$ cat src/rtl/ahblite_slave_mux.sv
// AHB-Lite data-phase slave multiplexer for six peripheral ports plus an
// internal default slave that answers unmapped transfers with a two-cycle ERROR.
module ahblite_slave_mux #(
    parameter bit Port0_en = 1'b1,
    parameter bit Port1_en = 1'b1,
    parameter bit Port2_en = 1'b1,
    parameter bit Port3_en = 1'b1,
    parameter bit Port4_en = 1'b1,
    parameter bit Port5_en = 1'b1
) (
    input  logic        HCLK,
    input  logic        HRESETn,
    input  logic        HREADY,
    input  logic [1:0]  HTRANS,
    input  logic        P0_HSEL,
    input  logic        P1_HSEL,
    input  logic        P2_HSEL,
    input  logic        P3_HSEL,
    input  logic        P4_HSEL,
    input  logic        P5_HSEL,
    input  logic        P0_HREADYOUT,
    input  logic        P1_HREADYOUT,
    input  logic        P2_HREADYOUT,
    input  logic        P3_HREADYOUT,
    input  logic        P4_HREADYOUT,
    input  logic        P5_HREADYOUT,
    input  logic        P0_HRESP,
    input  logic        P1_HRESP,
    input  logic        P2_HRESP,
    input  logic        P3_HRESP,
    input  logic        P4_HRESP,
    input  logic        P5_HRESP,
    input  logic [31:0] P0_HRDATA,
    input  logic [31:0] P1_HRDATA,
    input  logic [31:0] P2_HRDATA,
    input  logic [31:0] P3_HRDATA,
    input  logic [31:0] P4_HRDATA,
    input  logic [31:0] P5_HRDATA,
    output logic        HREADYOUT,
    output logic        HRESP,
    output logic [31:0] HRDATA
);

    localparam logic [2:0] SEL_P0   = 3'd0;
    localparam logic [2:0] SEL_P1   = 3'd1;
    localparam logic [2:0] SEL_P2   = 3'd2;
    localparam logic [2:0] SEL_P3   = 3'd3;
    localparam logic [2:0] SEL_P4   = 3'd4;
    localparam logic [2:0] SEL_P5   = 3'd5;
    localparam logic [2:0] SEL_DS   = 3'd6;
    localparam logic [2:0] SEL_NONE = 3'd7;

    typedef enum logic [1:0] {
        DS_IDLE = 2'd0,
        DS_ERR1 = 2'd1,
        DS_ERR2 = 2'd2
    } ds_state_t;

    logic [5:0] port_en_s;
    logic [5:0] hsel_s;
    logic       ds_load_s;
    logic [2:0] sel_next_s;
    logic [2:0] sel_r;
    ds_state_t  ds_state_r;
    ds_state_t  ds_next_s;
    logic       ds_ready_s;
    logic       ds_resp_s;
    logic       unused_s;

    // A disabled port's select is masked so it decodes as unmapped
    assign port_en_s = {Port5_en, Port4_en, Port3_en, Port2_en, Port1_en, Port0_en};
    assign hsel_s    = {P5_HSEL, P4_HSEL, P3_HSEL, P2_HSEL, P1_HSEL, P0_HSEL} & port_en_s;
    assign ds_load_s = HREADY & (hsel_s == 6'b000000) & HTRANS[1];
    assign unused_s  = HTRANS[0];

    // Address-phase decode: lowest enabled select wins, else DS or NONE
    always_comb begin
        sel_next_s = SEL_NONE;
        if (hsel_s[0]) begin
            sel_next_s = SEL_P0;
        end else if (hsel_s[1]) begin
            sel_next_s = SEL_P1;
        end else if (hsel_s[2]) begin
            sel_next_s = SEL_P2;
        end else if (hsel_s[3]) begin
            sel_next_s = SEL_P3;
        end else if (hsel_s[4]) begin
            sel_next_s = SEL_P4;
        end else if (hsel_s[5]) begin
            sel_next_s = SEL_P5;
        end else if (HTRANS[1]) begin
            sel_next_s = SEL_DS;
        end else begin
            sel_next_s = SEL_NONE;
        end
    end

    // Data-phase select register, advanced only when the bus is ready
    always_ff @(posedge HCLK or negedge HRESETn) begin
        if (!HRESETn) begin
            sel_r <= SEL_NONE;
        end else if (HREADY) begin
            sel_r <= sel_next_s;
        end
    end

    // Default-slave state register
    always_ff @(posedge HCLK or negedge HRESETn) begin
        if (!HRESETn) begin
            ds_state_r <= DS_IDLE;
        end else begin
            ds_state_r <= ds_next_s;
        end
    end

    // Default-slave next state
    always_comb begin
        ds_next_s = DS_IDLE;
        case (ds_state_r)
            DS_IDLE: ds_next_s = ds_load_s ? DS_ERR1 : DS_IDLE;
            DS_ERR1: ds_next_s = DS_ERR2;
            DS_ERR2: ds_next_s = ds_load_s ? DS_ERR1 : DS_IDLE;
            default: ds_next_s = DS_IDLE;
        endcase
    end

    // Default-slave outputs: stall with ERROR, then complete the ERROR
    always_comb begin
        ds_ready_s = 1'b1;
        ds_resp_s  = 1'b0;
        case (ds_state_r)
            DS_IDLE: begin ds_ready_s = 1'b1; ds_resp_s = 1'b0; end
            DS_ERR1: begin ds_ready_s = 1'b0; ds_resp_s = 1'b1; end
            DS_ERR2: begin ds_ready_s = 1'b1; ds_resp_s = 1'b1; end
            default: begin ds_ready_s = 1'b1; ds_resp_s = 1'b0; end
        endcase
    end

    // Response mux, combinational from the select register
    always_comb begin
        HREADYOUT = 1'b1;
        HRESP     = 1'b0;
        HRDATA    = 32'h0000_0000;
        case (sel_r)
            SEL_P0:  begin HREADYOUT = P0_HREADYOUT; HRESP = P0_HRESP; HRDATA = P0_HRDATA; end
            SEL_P1:  begin HREADYOUT = P1_HREADYOUT; HRESP = P1_HRESP; HRDATA = P1_HRDATA; end
            SEL_P2:  begin HREADYOUT = P2_HREADYOUT; HRESP = P2_HRESP; HRDATA = P2_HRDATA; end
            SEL_P3:  begin HREADYOUT = P3_HREADYOUT; HRESP = P3_HRESP; HRDATA = P3_HRDATA; end
            SEL_P4:  begin HREADYOUT = P4_HREADYOUT; HRESP = P4_HRESP; HRDATA = P4_HRDATA; end
            SEL_P5:  begin HREADYOUT = P5_HREADYOUT; HRESP = P5_HRESP; HRDATA = P5_HRDATA; end
            SEL_DS:  begin HREADYOUT = ds_ready_s;   HRESP = ds_resp_s; HRDATA = 32'h0000_0000; end
            default: begin HREADYOUT = 1'b1;         HRESP = 1'b0;      HRDATA = 32'h0000_0000; end
        endcase
    end

endmodule

$ cat config.mk
export PLATFORM = sky130hd
export DESIGN_NAME = ahblite_slave_mux
export DESIGN_NICKNAME = d
export VERILOG_FILES = /design/src/rtl/ahblite_slave_mux.sv
export SDC_FILE = /design/constraint.sdc
export NUM_CORES = 1
export LEC_CHECK = 0
export BUFFER_PORTS_ARGS = -buffer_cell sky130_fd_sc_hd__buf_2
export CAP_MARGIN = 20
export CORE_AREA = 2 2 97 99
export DETAILED_ROUTE_END_ITERATION = 12
export DIE_AREA = 0 0 99 101
export GPL_TIMING_DRIVEN = 0
export PLACE_DENSITY = 0.68
export SLEW_MARGIN = 20
export SYNTH_ARGS = -nofsm -noshare
export SYNTH_HDL_FRONTEND = slang
export SYNTH_SLANG_ARGS = --single-unit
$ cat constraint.sdc
create_clock -name HCLK -period 3.5 [get_ports HCLK]
set_input_delay 0.35 -clock HCLK [delete_from_list [all_inputs] [get_ports HCLK]]
set_output_delay 0.35 -clock HCLK [all_outputs]
set_load 0.02 [all_outputs]
==> results by group, run 1 <==
Status
  • Status: finished, final reports clean

CTS
  • CTS tree: built
  • CTS Buf Count: 3
  • Clk sinks: 5
  • Root buffer cell: clkbuf_8
  • Resized cells post-CTS: 0
  • Clock H-tree levels: 1
  • Worst-path clk slew: roughly 0.03 ns
  • Skew-Pair Late Insertion Delay: approximately 0.22 ns
  • Clk buf depth: 2

Power
  • Total power: about 790 uW
  • Power share of the clock group: 0.131
  • Flop pwr share: 0.081
  • Leakage: ~1.8 nW
  • Worst vdd ir: approximately 0.13 mV
  • Power per Cell Area: roughly 230 nW/um2
  • Sw Ratio: 0.453
  • Int Power: between 400 and 500 uW
  • Net switching power: 360 uW
  • Logic pwr share: 0.788

Timing
  • Worst Skew: around 0.000023 ns
  • Relative slew slack: 0.552
  • Worst slew pin tran: roughly 0.67 ns
  • Final Cycle Share: 0.686
  • Final slew viol count: 0
  • Tmin final: roughly 2.4 ns
  • Max Clk Rate: between 400 and 500 MHz
  • Final hold vios: 0
  • Final setup vio count: 0
  • RSZ-0062 raised after global routing: no
  • Setup TNS: 0 ns

Final layout
  • Share of cells above drive strength 1: 0.609
  • Commonest non-fill, non-tap cell in the layout: buf_2
  • Antenna cells: 0
  • Area delta synth->final: 69.9%
  • Core Util, Final: 0.387
  • Commonest cells after routing, fill and taps aside: 255 x buf_2, 63 x mux2i_1, 28 x mux2_2
  • Fillers: between 900 and 1k
  • Net count reported at finish: 716

Critical path
  • Startpoint Class: flip-flop
  • R2R setup slack: between 2 and 2.5 ns
  • Reg2reg end: sel_r[1]
  • Critical Path RT: 3.15 ns
  • Crit-path leading delay family: buffers and inverters
  • CP max-delay cell: dfstp_2
  • Crit-path cells: nand2b_1, clkbuf_1, buf_2, o221ai_1, buf_2
  • CP peak stage delay: between 0.5 and 0.6 ns
  • Crit-path most repeated cell: buf_2
  • Reg-to-Reg Start: sel_r[1]
  • CP endpoint kind: primary output
  • CP Max Fanout: 10
  • Bufs and invs on worst path: 3
  • Setup CP Type: reg -> out
  • Data arrival time of the worst path: about 2 ns
  • R2R cell count: 4

Detailed routing
  • DR WL/cell: between 15 and 20 um
  • Routed wire length: between 10000 and 15000 um
  • Routed via count: 3033
  • First-pass iteration count of the detailed router: 4
  • Post-route antenna net violation count: 0
  • DR DRC count: 0
  • Initial drt markers: 98
  • Vias/cell: ~5

Yosys
  • Distinct cells, synth: 30
  • Yosys warns: 0
  • #FFs+latches synth: 5
  • Post-synthesis sequential area ratio: 0.0630
  • Mapped cell area: 2050 um2
  • Cells after Synth: between 200 and 250
  • Syn Area/Cell: between 8 and 9 um2
  • Syn nets: between 400 and 500

Global routing
  • GRT Util Overall: 0.191
  • Pin count of the biggest net entering global routing: 11
  • First-pass GRT wire length: 15300 um
  • Vias in the first global route: 3072
  • GRT overflow: 0
  • Initial antenna violation count: 0

Hold path
  • Min-Delay Endpoint: sel_r[0]
  • WHS Path Cells: 2
  • Min-delay src: HREADY
  • Tightest Hold Check Type: in -> reg

Die
  • Die W: 99 um
  • Die Height: 101 um
  • Starting Density: 0.228
  • Core area: around 9000 um2
  • Rows: 35
  • Die Area: between 9000 and 10000 um2
  • I/O pin cnt: around 250

Place
  • IO buf count: 247
  • DP Wirelength: between 8000 and 9000 um
  • Placer Congestion: between 0.8 and 0.9

Run
  • Max-Cap Viols: 0
[Yosys cell counts, drive strengths merged]
library cell / count / area (um2)
nand2: 9 / 33.8
o311ai: 1 / 8.76
clkbuf: 3 / 11.3
inv: 6 / 22.5
nand3: 18 / 90.1
a211oi: 5 / 37.5
a221o: 3 / 30.0
and3: 1 / 6.26
o21ai: 5 / 25.0
mux2i: 63 / 631
a31oi: 1 / 6.26
dfrtp: 2 / 50.1
buf: 22 / 171
o22ai: 1 / 6.26
o221ai: 23 / 201
nand4: 1 / 6.26
nor2b: 1 / 6.26
a311o: 5 / 50.1
dfstp: 3 / 78.8
and3b: 1 / 8.76
a21oi: 6 / 30.0
mux2: 28 / 315
nor2: 19 / 71.3
a221oi: 7 / 61.3
nor4: 1 / 6.26
nand2b: 5 / 31.3
ha: 4 / 50.1
[registers in the layout, indices dropped and copies added (netlist names)]
signal      count
ds_state_r      2
sel_r           3
[area by class of cell]
| cell class | instances | area, um2 | share of cell area |
|---|---|---|---|
| buffer | 25 | 183 | 0.0525 |
| clock buffer | 4 | 45.0 | 0.0130 |
| inverter | 6 | 22.5 | 0.00648 |
| multi-input combinational | 208 | 1710 | 0.493 |
| sequential | 5 | 129 | 0.0371 |
| tap | 111 | 139 | 0.0399 |
| timing repair buffer | 248 | 1250 | 0.358 |
[how the worst max path moves through the flow]
stage	start	endpoint	slack, ns	cells after the start
5_1_grt	sel_r[2]	HRDATA[1]	1.02	5
2_1_floorplan	sel_r[0]	HRESP	1.56	5
6_report	sel_r[1]	HRDATA[0]	1.10	5
3_5_place_dp	sel_r[1]	HRDATA[1]	1.37	5
3_3_place_gp	sel_r[1]	HRDATA[1]	1.36	5
4_1_cts	sel_r[1]	HRDATA[1]	1.13	5
[power by group through the flow]
stage          combinational, mW  sequential, mW  clock, mW
3_5_place_dp               0.623          0.0651          0
5_1_grt                    0.673          0.0648      0.111
2_1_floorplan              0.367          0.0647          0
3_3_place_gp               0.614          0.0650          0
6_report                   0.625          0.0645      0.104
4_1_cts                    0.626          0.0645      0.107
[metrics by stage]
step / cells / cell area, um2 / worst slack (ns) / hold WS, ns
2_1_floorplan: 244 / 2050 / 1.56 / 0.0544
3_3_place_gp: 602 / 3420 / 1.36 / 0.162
3_5_place_dp: 602 / 3420 / 1.37 / 0.164
4_1_cts: 607 / 3480 / 1.13 / 0.361
5_1_grt: 607 / 3480 / 1.02 / 0.382
6_report: 607 / 3480 / 1.10 / 0.365
[routing by layer]
metal  track usage  up-vias  routed length (um)
met2         0.347      155                5350
met1         0.240     1405                4340
met5             0        -                   0
met4        0.0358        0                  70
met3        0.0284        8                 700
li1              -     1465                   -
[worst register-to-register path: cells and delay by family (launching register included)]
kind	cells	cell delay, ns
flip-flops	1	0.56
buffers and inverters	3	0.54
AO/OA/AOI/OAI	1	0.20
[timing repair]
action | 4_1_cts | 5_1_grt
hold endpoints to repair | 2 | 0
endpoints found under the setup margin | 0 | 0
hold buffers | 1 | 0
setup buffers | 0 | 0
[kinds of logic (layout without fill, tap and decap cells)]
family,after synthesis,count (layout),synth area share
AO/OA/AOI/OAI,57,57,0.223
AND/OR/NAND/NOR,56,56,0.127
multiplexers,91,91,0.462
buffers and inverters,31,283,0.100
adder cells (fa/ha/maj),4,4,0.0245
flip-flops,5,5,0.0630
Power figures use the tool's default switching activity.
==> run 2: changes to the inputs <==
--- a/config.mk
+++ b/config.mk
@@ -11,7 +11,7 @@
 export DETAILED_ROUTE_END_ITERATION = 12
 export DIE_AREA = 0 0 99 101
 export GPL_TIMING_DRIVEN = 0
-export PLACE_DENSITY = 0.68
+export PLACE_DENSITY = 0.7
 export SLEW_MARGIN = 20
 export SYNTH_ARGS = -nofsm -noshare
 export SYNTH_HDL_FRONTEND = slang
==> constraint.sdc (replaced) <==
create_clock -name HCLK -period 2.2 [get_ports HCLK]
set_input_delay 0.22 -clock HCLK [delete_from_list [all_inputs] [get_ports HCLK]]
set_output_delay 0.22 -clock HCLK [all_outputs]
set_load 0.02 [all_outputs]
==> results by group, run 2 (synthesis gave the netlist of run 1 again) <==
Status
  • Status: finished, final reports clean (unchanged)

Timing
  • Final setup vio count: 0 (unchanged)
  • Final Cycle Share: 0.966
  • Worst Skew: 0.00000573 ns (was 0.0000235 ns)
  • Worst slew pin tran: 0.619 ns (was 0.669 ns)
  • Final hold vios: 0 (unchanged)
  • Relative slew slack: 0.587 (was 0.552)
  • Tmin final: 2.12 ns
  • Setup TNS: 0 ns (unchanged)
  • Final Hold Slack: 0.234 ns (was 0.365 ns)
  • Max Clk Rate: ~470 MHz
  • Post-route setup slack: 0.0754 ns (was 1.10 ns)
  • RSZ-0062 raised after global routing: no (unchanged)
  • Final slew viol count: 0 (unchanged)

Die
  • Rows: 35 (unchanged)
  • Core area: 8980 um2 (unchanged)
  • Die W: 99 um (unchanged)
  • I/O pin cnt: 249 (unchanged)
  • Die Area: 10000 um2 (unchanged)
  • Die Height: 101 um (unchanged)
  • Starting Density: 0.228 (unchanged)

Critical path
  • Reg2reg end: sel_r[1] (unchanged)
  • R2R cell count: 4 (unchanged)
  • CP Max Fanout: 10 (unchanged)
  • Reg-to-Reg Start: sel_r[1] (unchanged)
  • Setup CP Type: reg -> out (unchanged)
  • Startpoint Class: flip-flop (unchanged)
  • Critical Path RT: 1.98 ns (was 3.15 ns)
  • CP endpoint kind: primary output (unchanged)
  • Crit-path cells: buf_6, clkbuf_4, mux2_2, nand3_1, o221ai_1, buf_2 (was nand2b_1, clkbuf_1, buf_2, o221ai_1, buf_2)
  • Bufs and invs on worst path: 3 (unchanged)
  • CP Launch Point: sel_r[0] (was sel_r[1])
  • Data arrival time of the worst path: 1.90 ns (was 2.05 ns)
  • CP peak stage delay: 0.51 ns (was 0.56 ns)
  • R2R setup slack: 0.81 ns (was 2.12 ns)
  • CP max-delay cell: dfstp_2 (unchanged)
  • Crit-path leading delay family: buffers and inverters (unchanged)

Global routing
  • Vias in the first global route: 2963 (was 3072)
  • Pin count of the biggest net entering global routing: 11 (unchanged)
  • Initial antenna violation count: 0 (unchanged)
  • GRT Util Overall: 0.190 (was 0.191)
  • First-pass GRT wire length: 15100 um (was 15300 um)
  • GRT overflow: 0 (unchanged)

Power
  • Logic pwr share: 0.788 (about the same)
  • Flop pwr share: 0.081 (about the same)
  • Leakage: 1.80 nW (was 1.79 nW)
  • Net switching power: 570 uW (was 360 uW)
  • Int Power: 693 uW (was 434 uW)
  • Power share of the clock group: 0.130 (was 0.131)
  • Sw Ratio: 0.451 (was 0.453)
  • Worst vdd ir: 0.257 mV (was 0.133 mV)
  • Power per Cell Area: 362 nW/um2 (was 228 nW/um2)

Detailed routing
  • Initial drt markers: 114 (was 98)
  • Routed wire length: 10400 um (was 10500 um)
  • DR DRC count: 0 (unchanged)
  • M1 wire length: 4140 um (was 4340 um)
  • DR WL met2: 5440 um (was 5350 um)
  • Post-route antenna net violation count: 0 (unchanged)
  • Total length of routed met3 wires: 759 um (was 700 um)
  • DR WL/cell: 17.2 um (about the same)
  • Vias/cell: 5.00 (about the same)
  • First-pass iteration count of the detailed router: 4 (unchanged)
  • Routed via count: 3032 (was 3033)
  • Max layer used: met4 (unchanged)

Final layout
  • Core Util, Final: 0.388 (was 0.387)
  • Fillers: 911 (was 918)
  • Commonest non-fill, non-tap cell in the layout: buf_2 (unchanged)
  • Largest regs: sel_r x3, ds_state_r x2 (unchanged)
  • Antenna cells: 0 (unchanged)
  • Post-route cell area: 3490 um2 (was 3480 um2)
  • Share of cells above drive strength 1: 0.616 (was 0.609)
  • Net count reported at finish: 715 (was 716)
  • Commonest cells after routing, fill and taps aside: 254 x buf_2, 63 x mux2i_1, 28 x mux2_2 (was 255 x buf_2, 63 x mux2i_1, 28 x mux2_2)
  • Area delta synth->final: 70.3% (was 69.9%)
  • Biggest register: sel_r (unchanged)
  • Max reg flops: 3 (unchanged)

Place
  • IO buf count: 247 (unchanged)
  • DP Wirelength: 8670 um (was 8730 um)
  • Placed cell area: 3420 um2 (unchanged)
  • Placer Congestion: 0.806 (was 0.809)
  • Dpl ws: 0.200 ns (was 1.37 ns)

CTS
  • CTS Buf Count: 3 (unchanged)
  • Skew-Pair Late Insertion Delay: 0.22 ns (about the same)
  • Root buffer cell: clkbuf_8 (unchanged)
  • Worst-path clk slew: 0.03 ns (about the same)
  • Clk buf depth: 2 (unchanged)
  • Clk sinks: 5 (unchanged)
  • CTS tree: built (unchanged)
  • Clock H-tree levels: 1 (unchanged)

Hold path
  • Min-delay src: HREADY (unchanged)
  • Tightest Hold Check Type: in -> reg (unchanged)
  • Min-Delay Endpoint: sel_r[1] (was sel_r[0])
  • WHS Path Cells: 2 (unchanged)

Run
  • Max-Cap Viols: 0 (unchanged)
-- run 2: through the flow --
| step | power, mW | std cells |
|---|---|---|
| final | 1.26 | 606 |
| after global placement | 1.08 | 602 |
| after floorplan | 0.687 | 244 |
| after CTS | 1.27 | 606 |
| after detailed placement | 1.10 | 602 |
| after global routing | 1.36 | 606 |
-- run 2: cell type report --
class,instances,area (um2),area share
plain buffers,24,186,0.0535
clock buffers,4,45.0,0.0129
inverters,6,22.5,0.00646
multi-input cells,208,1720,0.493
flip-flops and latches,5,129,0.0370
well taps,111,139,0.0398
repair buffers,248,1250,0.358
-- run 2: timing repair --
| action | 4_1_cts | 5_1_grt |
|---|---|---|
| setup endpoints to repair | 3 | 10 |
| hold endpoints to repair | 5 | 0 |
| hold buffers | 1 | 0 |
| resized for setup | 2 | 4 |
| buffers inserted | 0 | 0 |
-- run 2: power by group through the flow --
stage | registers (mW) | clock network [mW] | logic (mW)
after floorplan | 0.103 | 0 | 0.584
after global placement | 0.104 | 0 | 0.979
after CTS | 0.103 | 0.170 | 0.999
after detailed placement | 0.104 | 0 | 0.993
final | 0.103 | 0.165 | 0.996
after global routing | 0.103 | 0.178 | 1.07
-- run 2: per-layer routing --
metal / track usage / vias up
met1: 0.236 / 1394
li1: - / 1468
met3: 0.0160 / 10
met4: 0.0390 / 0
met2: 0.357 / 160
met5: 0 / -
-- run 2: worst max-delay path by stage --
stage | end | slack, ns | cells past startpoint
finish | HRDATA[1] | 0.08 | 6
global route | HRDATA[1] | 0.02 | 5
CTS | HRDATA[1] | 0.02 | 6
detailed placement | HRDATA[3] | 0.20 | 6
global placement | HRDATA[1] | 0.23 | 5
floorplan | HRESP | 0.39 | 5
-- run 2: worst register-to-register path, stage by stage, from the launching register on --
cell,delay [ns]
dfstp_2,0.56
buf_6,0.16
inv_1,0.16
buf_2,0.25
o21ai_0,0.19
